`config.mk`:
```
export PLATFORM = sky130hd
export DESIGN_NAME = wave_gen_param
export DESIGN_NICKNAME = d
export VERILOG_FILES = /design/src/rtl/wave_gen_param.sv
export SDC_FILE = /design/constraint.sdc
export NUM_CORES = 1
export LEC_CHECK = 0
export BUFFER_PORTS_ARGS = -buffer_cell sky130_fd_sc_hd__buf_2
export CORE_MARGIN = 2
export CORE_UTILIZATION = 40
export DETAILED_ROUTE_END_ITERATION = 10
export GPL_ROUTABILITY_DRIVEN = 0
export GPL_TIMING_DRIVEN = 0
export PLACE_DENSITY_LB_ADDON = 0.25
export SYNTH_ARGS = -nofsm -noshare
export SYNTH_HDL_FRONTEND = slang
export SYNTH_SLANG_ARGS = --single-unit
```
`constraint.sdc`:
```
create_clock -name sysclk -period 13.2 [get_ports sysclk]
set_clock_uncertainty 0.2 [all_clocks]
set_input_delay 2.64 -clock sysclk [delete_from_list [all_inputs] [get_ports sysclk]]
set_output_delay 2.64 -clock sysclk [all_outputs]
set_load 0.005 [all_outputs]
```
`src/rtl/wave_gen_param.sv`:
```
// Parameterised duty-cycle waveform generator: prescaled ramp accumulator with
// triangle / saw-up / square / saw-down shaping, amplitude divider and output gate.
module wave_gen_param #(
  parameter int unsigned DW   = 7,
  parameter int unsigned PW   = 6,
  parameter int unsigned STEP = 2
) (
  input  logic          sysclk,
  input  logic          rst,
  input  logic          enable,
  input  logic [1:0]    mode,
  input  logic [PW-1:0] rate,
  input  logic [2:0]    clip_factor,
  output logic [DW-1:0] duty_out,
  output logic          period_tick,
  output logic          dir_up
);

  localparam int unsigned AW = DW + 1;
  localparam logic [AW-1:0] MAX_W  = AW'((2 ** DW) - 1);
  localparam logic [AW-1:0] STEP_W = AW'(STEP);
  localparam logic [DW-1:0] MAX_D  = DW'((2 ** DW) - 1);

  localparam logic [1:0] MODE_TRI    = 2'b00;
  localparam logic [1:0] MODE_SAW_UP = 2'b01;
  localparam logic [1:0] MODE_SQUARE = 2'b10;
  localparam logic [1:0] MODE_SAW_DN = 2'b11;

  logic [PW-1:0] cnt_q, cnt_d;
  logic [DW-1:0] acc_q, acc_d;
  logic          dir_d;
  logic [1:0]    mode_q;
  logic          wrap;
  logic          tick;
  logic          mode_chg;
  logic [AW-1:0] acc_w, sum_w;
  logic [DW-1:0] shaped;
  logic [DW-1:0] eff_clip;
  logic [DW-1:0] duty_d;

  // Prescaler: ">=" also covers a rate lowered below the running count.
  always_comb begin
    tick     = (cnt_q >= rate);
    mode_chg = (mode != mode_q);
    cnt_d    = cnt_q + PW'(1);
    if (mode_chg || tick) begin
      cnt_d = '0;
    end
  end

  // Ramp next-state; sums carry one extra bit so acc+STEP cannot wrap.
  always_comb begin
    acc_d = acc_q;
    dir_d = dir_up;
    wrap  = 1'b0;
    acc_w = {1'b0, acc_q};
    sum_w = acc_w + STEP_W;
    if (mode_chg) begin
      if (mode == MODE_SAW_DN) begin
        acc_d = MAX_D;
        dir_d = 1'b0;
      end else begin
        acc_d = '0;
        dir_d = 1'b1;
      end
    end else begin
      case (mode_q)
        MODE_SAW_UP: begin
          dir_d = 1'b1;
          if (tick) begin
            if (sum_w > MAX_W) begin
              acc_d = '0;
              wrap  = 1'b1;
            end else begin
              acc_d = DW'(sum_w);
            end
          end
        end
        MODE_SAW_DN: begin
          dir_d = 1'b0;
          if (tick) begin
            if (acc_w < STEP_W) begin
              acc_d = MAX_D;
              wrap  = 1'b1;
            end else begin
              acc_d = DW'(acc_w - STEP_W);
            end
          end
        end
        default: begin
          if (tick) begin
            if (dir_up) begin
              if (sum_w >= MAX_W) begin
                acc_d = MAX_D;
                dir_d = 1'b0;
              end else begin
                acc_d = DW'(sum_w);
              end
            end else begin
              if (acc_w <= STEP_W) begin
                acc_d = '0;
                dir_d = 1'b1;
                wrap  = 1'b1;
              end else begin
                acc_d = DW'(acc_w - STEP_W);
              end
            end
          end
        end
      endcase
    end
  end

  // Output shaping and amplitude divide (clip of 0 behaves as 1).
  always_comb begin
    shaped = acc_q;
    if (mode_q == MODE_SQUARE) begin
      shaped = dir_up ? MAX_D : '0;
    end
    eff_clip = (clip_factor == 3'd0) ? DW'(1) : DW'(clip_factor);
    duty_d   = enable ? DW'(shaped / eff_clip) : '0;
  end

  always_ff @(posedge sysclk) begin
    if (rst) begin
      cnt_q       <= '0;
      acc_q       <= '0;
      dir_up      <= 1'b1;
      mode_q      <= mode;
      duty_out    <= '0;
      period_tick <= 1'b0;
    end else begin
      cnt_q       <= cnt_d;
      acc_q       <= acc_d;
      dir_up      <= dir_d;
      mode_q      <= mode;
      duty_out    <= duty_d;
      period_tick <= wrap;
    end
  end

  wire unused_tri = (MODE_TRI == 2'b00);

endmodule
```
# ---- Yosys cells after proc, flatten, opt, wreduce, memory -nomap -nowiden
# Index checks and enable logic that the tools add are counted.
dict set report op_classes {
  n_lt_le_gt_ge 5
  add_sub_neg 3
  mux 28
  n_shift 0
  mul 0
  bitwise 1
  div_mod_pow 1
  eq_ne 5
  n_reduce_logical 7
}
# op count
set op_table {}
lappend op_table {{two-way mux 7 bit} 12}
lappend op_table {{one-hot mux 7 bit (2 select lines)} 1}
lappend op_table {{two-way mux 1 bit} 12}
lappend op_table {{adder 7 x 2 -> 8 bit, second input constant} 1}
lappend op_table {{greater-or-equal comparator 8 x 7 -> 1 bit, second input constant} 1}
lappend op_table {{> comparator 8 x 7 -> 1 bit, second input constant} 1}
lappend op_table {{divider 7 x 7 -> 7 bit} 1}
lappend op_table {{less-or-equal comparator 7 x 2 -> 1 bit, second input constant} 1}
lappend op_table {{less-than comparator 7 x 2 -> 1 bit, second input constant} 1}
lappend op_table {{subtractor 7 x 2 -> 7 bit, second input constant} 1}
lappend op_table {{adder 6 x 1 -> 6 bit, second input constant} 1}
lappend op_table {{equality test 2 bit, second input constant} 3}
lappend op_table {{greater-or-equal comparator 6 bit} 1}
lappend op_table {{OR reduction 2 bit} 3}
lappend op_table {{one-hot mux 1 bit (2 select lines)} 2}
lappend op_table {{nonzero test 4 bit} 1}
lappend op_table {{zero test 3 bit} 1}
lappend op_table {{two-way mux 3 bit} 1}
lappend op_table {{equality test 2 x 1 -> 1 bit, second input constant} 1}
lappend op_table {{!= test 2 bit} 1}
lappend op_table {{nonzero test 2 bit} 1}
lappend op_table {{logical OR 1 bit} 1}
lappend op_table {{inverter 1 bit} 1}
dict set report word_totals {
  regBits 24
  romBits 0
  wordCells 56
  output_inout_bits 9
  input_bits 14
  memories 0
  latch_bits 0
  mem_bits_rw 0
}

# ---- Depth between registers and ports, before layout
# Gate-level depths: netlist of the first run.
dict set report depth {
  depth_word 7
  mapped_depth 41
  depth_no_buf 40
}

# ---- Worst setup path after synthesis of the first run
# Ideal clock, no wire load.
dict set report synth_path {
  kind {input port to flip-flop}
  from {in clip_factor[1]}
  to {reg duty_out[0]}
  n_path_buf 0
  path_stages 39
  slack_ns 3.113
  t_arrival_ns 9.763
  setup_ns 0.123
  path_cell_list {nor2_1 > or2_2 > inv_1 > ha_1 > a221o_1 > a21boi_0 > ha_1 > o21a_1 > nor4b_1 > a21o_1 > ha_1 > a21oi_1 > nand2_1 > mux2i_1 > ha_1 > o21a_1 > o21ai_0 > nand2_1 > [3 not listed] > o21a_1 > o21ai_0 > nand2b_1 > a221oi_1 > nor3_2 > o21a_1 > ha_1 > nor2b_1 > o21ai_0 > nand2b_1 > a41o_1 > nor2_1 > o31ai_4 > mux2i_1 > ha_1 > a21o_1 > a21oi_1 > a21oi_2}
}
dict set report synth_between {
  elab_chain_cells 3
}
# item line_no
set synth_rtl {}
lappend synth_rtl {{from (decl)} 13} ;# input logic [2:0] clip_factor,
lappend synth_rtl {{zero test 3 bit} 120} ;# eff_clip = (clip_factor == 3'd0) ? DW'(1) : DW'(clip_factor);
lappend synth_rtl {{two-way mux 3 bit (*)} 120}
lappend synth_rtl {{divider 7 x 7 -> 7 bit (*)} 121} ;# duty_d = enable ? DW'(shaped / eff_clip) : '0;
lappend synth_rtl {{to (signal assigned)} 137} ;# duty_out <= duty_d;
lappend synth_rtl {{to (decl)} 14} ;# output logic [DW-1:0] duty_out,
# Mark *: on every way between the ends. The rest lies on a longest branch, timed or not.
# A chain may end at the register's enable or synchronous reset.

# ---- Final worst setup path of the first run
# Ends and elaborated chain as after synthesis.

==> results.toml, run 1 <==
[global_routing]
grtUsageTotal = 0.183
grt_pass1_vias = 2114
grt-ovfl-total = 0
antenna_found_initial = 0
grt_first_pass_wirelength_microns = 9690
grt_max_degree = 15

[power_and_ir_drop]
power.leakage_nw = 1.24
combinationalPowerShare = 0.581
seqPwrFrac = 0.226
ir_drop_mv = 0.0653
clockPowerShare = 0.194
p_switching_uw = 148
powerDensity_mw_per_mm2 = 135
p_int_uw = 211
p_sw_frac = 0.412

[worst_setup_path]
critical-path-slowest-cell = "nor4b_1"
endpoint_kind = "flip-flop"
cp.arrival_ns = 10.90
worstPathRequired_ns = 13.17
cp_max_fo = 6
path_class = "input port to flip-flop"
path_buf_inv = 2
max_stage_delay_ns = 0.43
start_kind = "input port"
critPathMostFrequentCell = "ha_1"
critPathTopFamily = "compound AO/OA/AOI/OAI gates"

[synth]
ys_ff_latch = 24
synth_ff_type = "dfxtp_1"
netlist_area_sq_mm = 0.00239
async_flop_share = 0
synth_nets = 348
yosysSeqAreaShare = 0.201
syn-instance-count = 306
synth_area_per_cell_sq_um = 7.81
synth_edf_count = 0
synth-warning-count = 0
synth.distinct_cells = 55

[timing]
setup_violations = 0
period_minus_slack_ns = 10.93
finalCritPeriodShare = 0.828
worst_pin_slew_ns = 0.779
maxSlewViolCount = 0
rsz0062_at_grt = "no"
slew-limit-headroom = 0.474
fin_tns_setup_ns = 0
max_freq_mhz = 91.5
hold_viol_final = 0

[clock_network]
cts.htree.levels = 1
ctsResizeCount = 0
cts_num_sinks = 24
cts-root-buf = "clkbuf_8"
cts_tree = "yes"
clk_latency_ns = 0.29
ctsHoldBuffers = 0
cts_buffer_depth = 2
path_clk_slew_ns = 0.10
cts-buffers-inserted = 3
postCtsSetupBuffers = 0

[layout]
final_area_sq_mm = 0.00266
final_cells = 406
final_common_cell = "ha_1"
antenna_cells = 0
nets = 374
syn2layout_area_growth_pct = 11.3
layout_common_cells = "ha_1 (28), nor2_1 (27), inv_1 (26), dfxtp_1 (24), buf_2 (22)"
drive_gt1_frac = 0.130

[min_path]
min_path_type = "flip-flop to flip-flop"

[routing]
vias = 2269
via_per_inst = 5.59
initialDrtViolationCount = 113
ant_nets = 0
drt-total-wl_microns = 5650
drc = 0
dr.pass1.iters = 4
wl_per_cell_microns = 13.9

[run_status]
status = "finished, final reports clean"

[place]
place_area_sq_mm = 0.00259
dpl.hpwl_microns = 4420
portBuffers = 21
dp.cells = 402

[die]
die_y_microns = 81.3
start_util = 0.408
core-area_sq_mm = 0.00585
die_area_sq_mm = 0.00661
io-pin-count = 23
fp-row-count = 28
fp.dieW_microns = 81.3

[flow_run]
cap_violations = 0
state kept, by name, indices dropped and copies added, names as in the netlist:
| signal | count |
|---|---|
| period_tick | 1 |
| cnt_q | 6 |
| dir_up | 1 |
| mode_q | 2 |
| duty_out | 7 |
| acc_q | 7 |
layout make-up:
class	instances	area, sq um
Clock inverter	1	30.0
Inverter	26	97.6
Tap cell	75	93.8
Timing Repair Buffer	21	105
Clock buffer	3	41.3
Fill cell	610	3190
Buffer	9	53.8
Multi-Input combinational cell	247	1760
Sequential cell	24	480
kinds of logic after synthesis:
logic type,count (synthesis),share of synthesized area
buf+inv,35,0.0633
xor+xnor,12,0.0440
compound gates,96,0.292
simple gates,103,0.219
flops,24,0.201
fa+ha+maj,28,0.147
mux,8,0.0346
worst register-to-register path: cells and delay by family, from the launching register on:
kind	cells	cell delay, ns
and+or+nand+nor	9	1.65
muxes	3	0.65
DFF	1	0.36
adders and majority gates	7	1.95
AOI/OAI and AO/OA	19	3.67
buffers and inverters	2	0.27
per-stage QoR:
stage,total power [mW],worst slack (ns),hold slack (ns),utilization
2_1_floorplan,0.252,3.11,0.226,-
3_3_place_gp,0.287,2.07,0.243,0.442
3_5_place_dp,0.291,1.98,0.252,0.442
4_1_cts,0.361,2.27,0.274,0.455
5_1_grt,0.395,1.41,0.307,0.455
6_report,0.360,2.27,0.267,0.455
path summary, 6_finish.rpt:
path	startpoint	to	slack, ns	cells past startpoint
setup / recovery	clip_factor[1]	duty_out[0]	2.27	40
hold / removal	cnt_q[0]	cnt_q[0]	0.27	1
setup reg to reg	mode_q[0]	duty_out[0]	4.33	40
hold reg to reg	cnt_q[0]	cnt_q[0]	0.27	1
power by group through the flow:
stage / combinational (mW) / sequential, mW / clock (mW)
after floorplan: 0.169 / 0.0828 / 0
after global placement: 0.204 / 0.0826 / 0
after detailed placement: 0.208 / 0.0828 / 0
after CTS: 0.209 / 0.0812 / 0.0705
after global routing: 0.239 / 0.0821 / 0.0732
final: 0.209 / 0.0811 / 0.0696
synth_stat cells (6+ instances only):
master | instances | share of area
nor3_1 | 15 | 0.031
dfxtp_1 | 24 | 0.20
xnor2_1 | 7 | 0.026
inv_1 | 26 | 0.041
o21ai_0 | 17 | 0.036
ha_1 | 28 | 0.15
nand3_1 | 8 | 0.017
a21o_1 | 12 | 0.038
mux2i_1 | 6 | 0.025
a221oi_1 | 6 | 0.022
nand2_1 | 18 | 0.028
nand2b_1 | 8 | 0.021
nor2_1 | 27 | 0.042
o21a_1 | 9 | 0.028
a21oi_1 | 16 | 0.034
per-layer routing:
layer  up-vias  track usage  part of all wire
li1       1188            -                 -
met1      1025        0.251              0.49
met5         -            0                 0
met4         0       0.0542             0.018
met2        47        0.303              0.45
met3         9       0.0167             0.040
Power figures use the tool's default switching activity.
==> run 2, diff against run 1 <==
==> constraint.sdc (replaced) <==
create_clock -name sysclk -period 10.6 [get_ports sysclk]
set_clock_uncertainty 0.2 [all_clocks]
set_input_delay 2.12 -clock sysclk [delete_from_list [all_inputs] [get_ports sysclk]]
set_output_delay 2.12 -clock sysclk [all_outputs]
set_load 0.005 [all_outputs]
==> run 2 against run 1 <==
  * Die area unchanged
  * Power is 34% higher
  * Via count up 2.3%
  * First-iteration DRC count is 28% higher
  * Critical path type unchanged
  * Critical endpoint unchanged
  * Highest routed layer unchanged
==> results.toml, run 2 (synthesized netlist as in run 1, its figures left out) <==
[clock_network]
clk_latency_ns = 0.29
cts.htree.levels = 1
cts-buffers-inserted = 3
path_clk_slew_ns = 0.09
ctsHoldBuffers = 0
cts_tree = "yes"
cts_num_sinks = 24
cts-root-buf = "clkbuf_8"
cts_buffer_depth = 2

[worst_setup_path]
path_buf_inv = 2
max_stage_delay_ns = 0.37
cp.arrival_ns = 10.02
cp_max_fo = 6
worstPathRequired_ns = 10.57
critPathTopFamily = "compound AO/OA/AOI/OAI gates"
critical-path-slowest-cell = "a221o_1"
critPathMostFrequentCell = "ha_1"
rr_worst_depth = 40
path_class = "input port to flip-flop"
endpoint_kind = "flip-flop"
start_kind = "input port"
cp.depth = 40

[timing]
hold_viol_final = 0
fin_tns_setup_ns = 0
slew-limit-headroom = 0.465
setup_violations = 0
maxSlewViolCount = 0
finalCritPeriodShare = 0.948
max_freq_mhz = 99.5
worst_pin_slew_ns = 0.792
period_minus_slack_ns = 10.05
holdWs_ns = 0.264

[place]
dpl.hpwl_microns = 4420
dp.cells = 402
place_area_sq_mm = 0.00259
portBuffers = 21

[layout]
nets = 377
largest_registers = "acc_q x7, duty_out x7, cnt_q x6"
final_area_sq_mm = 0.00278
syn2layout_area_growth_pct = 16.2
drive_gt1_frac = 0.174
layout_common_cells = "ha_1 (28), inv_1 (26), nor2_1 (26), dfxtp_1 (24), buf_2 (22)"
final_common_cell = "ha_1"
antenna_cells = 0
final_cells = 409

[die]
die_area_sq_mm = 0.00661
die_y_microns = 81.3
io-pin-count = 23
fp-row-count = 28
start_util = 0.408
core-area_sq_mm = 0.00585
fp.dieW_microns = 81.3

[routing]
drc = 0
vias = 2321
wl_per_cell_microns = 14.4
initialDrtViolationCount = 145
ant_nets = 0
drt-total-wl_microns = 5880
via_per_inst = 5.67
dr.pass1.iters = 4

[power_and_ir_drop]
p_int_uw = 280
combinationalPowerShare = 0.609
power.leakage_nw = 1.28
powerDensity_mw_per_mm2 = 173
p_total_uw = 480
clockPowerShare = 0.180
p_switching_uw = 200
p_sw_frac = 0.417
seqPwrFrac = 0.211
ir_drop_mv = 0.0825

[global_routing]
grt-ovfl-total = 0
grt_pass1_vias = 2114
grtUsageTotal = 0.183
grt_first_pass_wirelength_microns = 9690
antenna_found_initial = 0
grt_max_degree = 15

[flow_run]
cap_violations = 0

[min_path]
holdPathStages = 1
min_path_type = "flip-flop to flip-flop"

[run_status]
status = "finished, final reports clean"
[run 2: per-layer routing]
layer	track usage	wire [microns]	vias to the layer above
met5	0	0	-
met4	0.0542	114	0
met3	0.0167	182	11
met2	0.303	2740	49
met1	0.251	2850	1068
li1	-	-	1193
[run 2: worst register-to-register path, delay by kind of cell, from the launching register on]
kind | cells | cell delay [ns]
fa+ha+maj | 7 | 2.03
flops | 1 | 0.32
buf+inv | 2 | 0.38
mux | 3 | 0.68
compound gates | 18 | 3.41
simple gates | 10 | 1.45
[run 2: metrics by stage]
stage	utilization	worst slack (ns)
final	0.475	0.547
after detailed placement	0.442	-0.0985
after global routing	0.475	-0.0525
after floorplan	-	1.03
after CTS	0.455	0.193
after global placement	0.442	-0.0128
[run 2: area by class of cell]
| class | count | area [sq um] |
|---|---|---|
| inverter | 26 | 97.6 |
| tap | 75 | 93.8 |
| sequential | 24 | 480 |
| fill | 594 | 3070 |
| multi-input combinational | 247 | 1850 |
| timing repair buffer | 24 | 128 |
| buffer | 9 | 53.8 |
| clock inverter | 1 | 30.0 |
| clock buffer | 3 | 41.3 |
[run 2: path summary, 6_finish.rpt]
kind | start | endpoint | slack (ns)
max | clip_factor[1] | duty_out[0] | 0.55
min | cnt_q[0] | cnt_q[0] | 0.26
max reg2reg | mode_q[1] | duty_out[0] | 2.02
min reg2reg | cnt_q[0] | cnt_q[0] | 0.26
[run 2: what timing repair did]
item | 4_1_cts | 5_1_grt
setup endpoints to repair | 0 | 1
gates resized for setup | 0 | 19
setup buffers | 0 | 3
[run 2: power by group through the flow]
stage	clock (mW)	combinational [mW]	sequential (mW)
2_1_floorplan	0	0.211	0.103
4_1_cts	0.0877	0.261	0.101
3_5_place_dp	0	0.260	0.103
6_report	0.0866	0.293	0.101
3_3_place_gp	0	0.254	0.103
5_1_grt	0.0912	0.331	0.102
==> run 3, diff against run 2 <==
--- a/config.mk
+++ b/config.mk
@@ -11,7 +11,6 @@
 export DETAILED_ROUTE_END_ITERATION = 10
 export GPL_ROUTABILITY_DRIVEN = 0
 export GPL_TIMING_DRIVEN = 0
-export PLACE_DENSITY_LB_ADDON = 0.25
 export SYNTH_ARGS = -nofsm -noshare
 export SYNTH_HDL_FRONTEND = slang
 export SYNTH_SLANG_ARGS = --single-unit
==> run 3 against run 2 <==
  * Utilization down 0.92 points
  * Clock power shrank 1%
  * First-iteration DRC count fell by 23%
  * Global-route usage about the same
  * Fmax is 1.4% higher
  * Power down 3.2%
  * Non-clock buffer count decreased by 3
  * Worst setup slack gained 0.13 ns
  * Routed wire length shrank 1.5%
  * Combinational power fell by 5%
  * Critical endpoint unchanged
  * Highest routed layer unchanged
==> results.toml, run 3 (synthesized netlist as in run 1, its figures left out) <==
[global_routing]
grtUsageTotal = 0.183
grt_max_degree = 15
grt_pass1_vias = 2128
antenna_found_initial = 0
grt-ovfl-total = 0
grt_first_pass_wirelength_microns = 9760

[timing]
max_freq_mhz = 101
hold_viol_final = 0
rsz0062_at_grt = "no"
maxSlewViolCount = 0
slew-limit-headroom = 0.522
setup_violations = 0
period_minus_slack_ns = 9.92
finalCritPeriodShare = 0.936
worst_pin_slew_ns = 0.708
fin_tns_setup_ns = 0

[die]
fp-row-count = 28
start_util = 0.408
fp.dieW_microns = 81.3
die_area_sq_mm = 0.00661
core-area_sq_mm = 0.00585
die_y_microns = 81.3
io-pin-count = 23

[layout]
nets = 374
utilization = 0.465
largest_registers = "acc_q x7, duty_out x7, cnt_q x6"
layout_common_cells = "ha_1 (28), nor2_1 (26), inv_1 (25), dfxtp_1 (24), buf_2 (22)"
filler_cell_count = 585
final_common_cell = "ha_1"
final_cells = 406
syn2layout_area_growth_pct = 13.9
drive_gt1_frac = 0.160
antenna_cells = 0

[clock_network]
cts_num_sinks = 24
clk_latency_ns = 0.28
cts_buffer_depth = 2
cts-root-buf = "clkbuf_8"
ctsHoldBuffers = 0
cts_tree = "yes"
cts-buffers-inserted = 3
path_clk_slew_ns = 0.10
cts.htree.levels = 1

[power_and_ir_drop]
p_total_uw = 465
powerDensity_mw_per_mm2 = 171
ir_drop_mv = 0.0822
power.leakage_nw = 1.26

[flow_run]
cap_violations = 0

[worst_setup_path]
start_kind = "input port"
cp_max_fo = 6
worstPathRequired_ns = 10.56
endpoint_kind = "flip-flop"
critPathMostFrequentCell = "ha_1"
critical-path-slowest-cell = "a221o_1"
path_class = "input port to flip-flop"
cp.arrival_ns = 9.88
max_stage_delay_ns = 0.36

[routing]
vias = 2311
via_per_inst = 5.69
dr.pass1.iters = 4
ant_nets = 0
drt-total-wl_microns = 5790
wl_per_cell_microns = 14.3
initialDrtViolationCount = 111
drc = 0

[place]
dpl.hpwl_microns = 4520
dp.cells = 402
portBuffers = 21

[min_path]
min_path_type = "flip-flop to flip-flop"

[run_status]
status = "finished, final reports clean"
==> run 3: final timing paths <==
check	startpoint	to	slack, ns	depth (start not counted)
worst max register to register	mode_q[0]	duty_out[0]	2.12	40
worst min register to register	cnt_q[0]	cnt_q[0]	0.27	1
worst max-delay path	clip_factor[1]	duty_out[0]	0.68	40
worst min-delay path	cnt_q[0]	cnt_q[0]	0.27	1
==> run 3: what timing repair did <==
action	in CTS	in global routing
setup endpoints to repair	0	1
setup buffers	0	0
resized for setup	0	15
hold endpoints to repair	0	0
==> run 3: through the flow <==
| stage | hold slack [ns] | worst slack, ns | cell area [sq um] |
|---|---|---|---|
| 4_1_cts | 0.270 | 0.169 | 2660 |
| 3_3_place_gp | 0.243 | -0.00932 | 2590 |
| 3_5_place_dp | 0.247 | -0.0928 | 2590 |
| 2_1_floorplan | 0.226 | 1.03 | 2390 |
| 5_1_grt | 0.292 | 0.00918 | 2720 |
| 6_report | 0.266 | 0.681 | 2720 |
==> run 3: metal layers <==
layer,GRT usage,up-vias,part of all wire
li1,-,1182,-
met1,0.249,1068,0.46
met2,0.311,59,0.47
met3,0.0222,2,0.056
met4,0.0339,0,0.0062
met5,0,-,0
==> run 3: where the power goes <==
group	leakage (nW)	total, mW	internal (mW)	switching (mW)
registers	0.196	0.101	0.0971	0.00395
logic	1.03	0.279	0.125	0.154
clock network	0.0357	0.0854	0.0506	0.0349
==> run 3: area by class of cell <==
class / instances / area [sq um] / share of cell area
Multi-Input combinational cell: 247 / 1820 / 0.669
Clock inverter: 1 / 30.0 / 0.0110
Timing Repair Buffer: 21 / 105 / 0.0386
Inverter: 26 / 97.6 / 0.0358
Buffer: 9 / 53.8 / 0.0198
Tap cell: 75 / 93.8 / 0.0345
Sequential cell: 24 / 480 / 0.176
Clock buffer: 3 / 41.3 / 0.0152
==> run 3: worst max-delay path: cells and delay by family <==
family / cells / cell delay, ns
muxes: 3 / 0.67
AOI/OAI and AO/OA: 18 / 3.44
adders and majority gates: 7 / 2.03
buffers and inverters: 2 / 0.20
and+or+nand+nor: 10 / 1.41
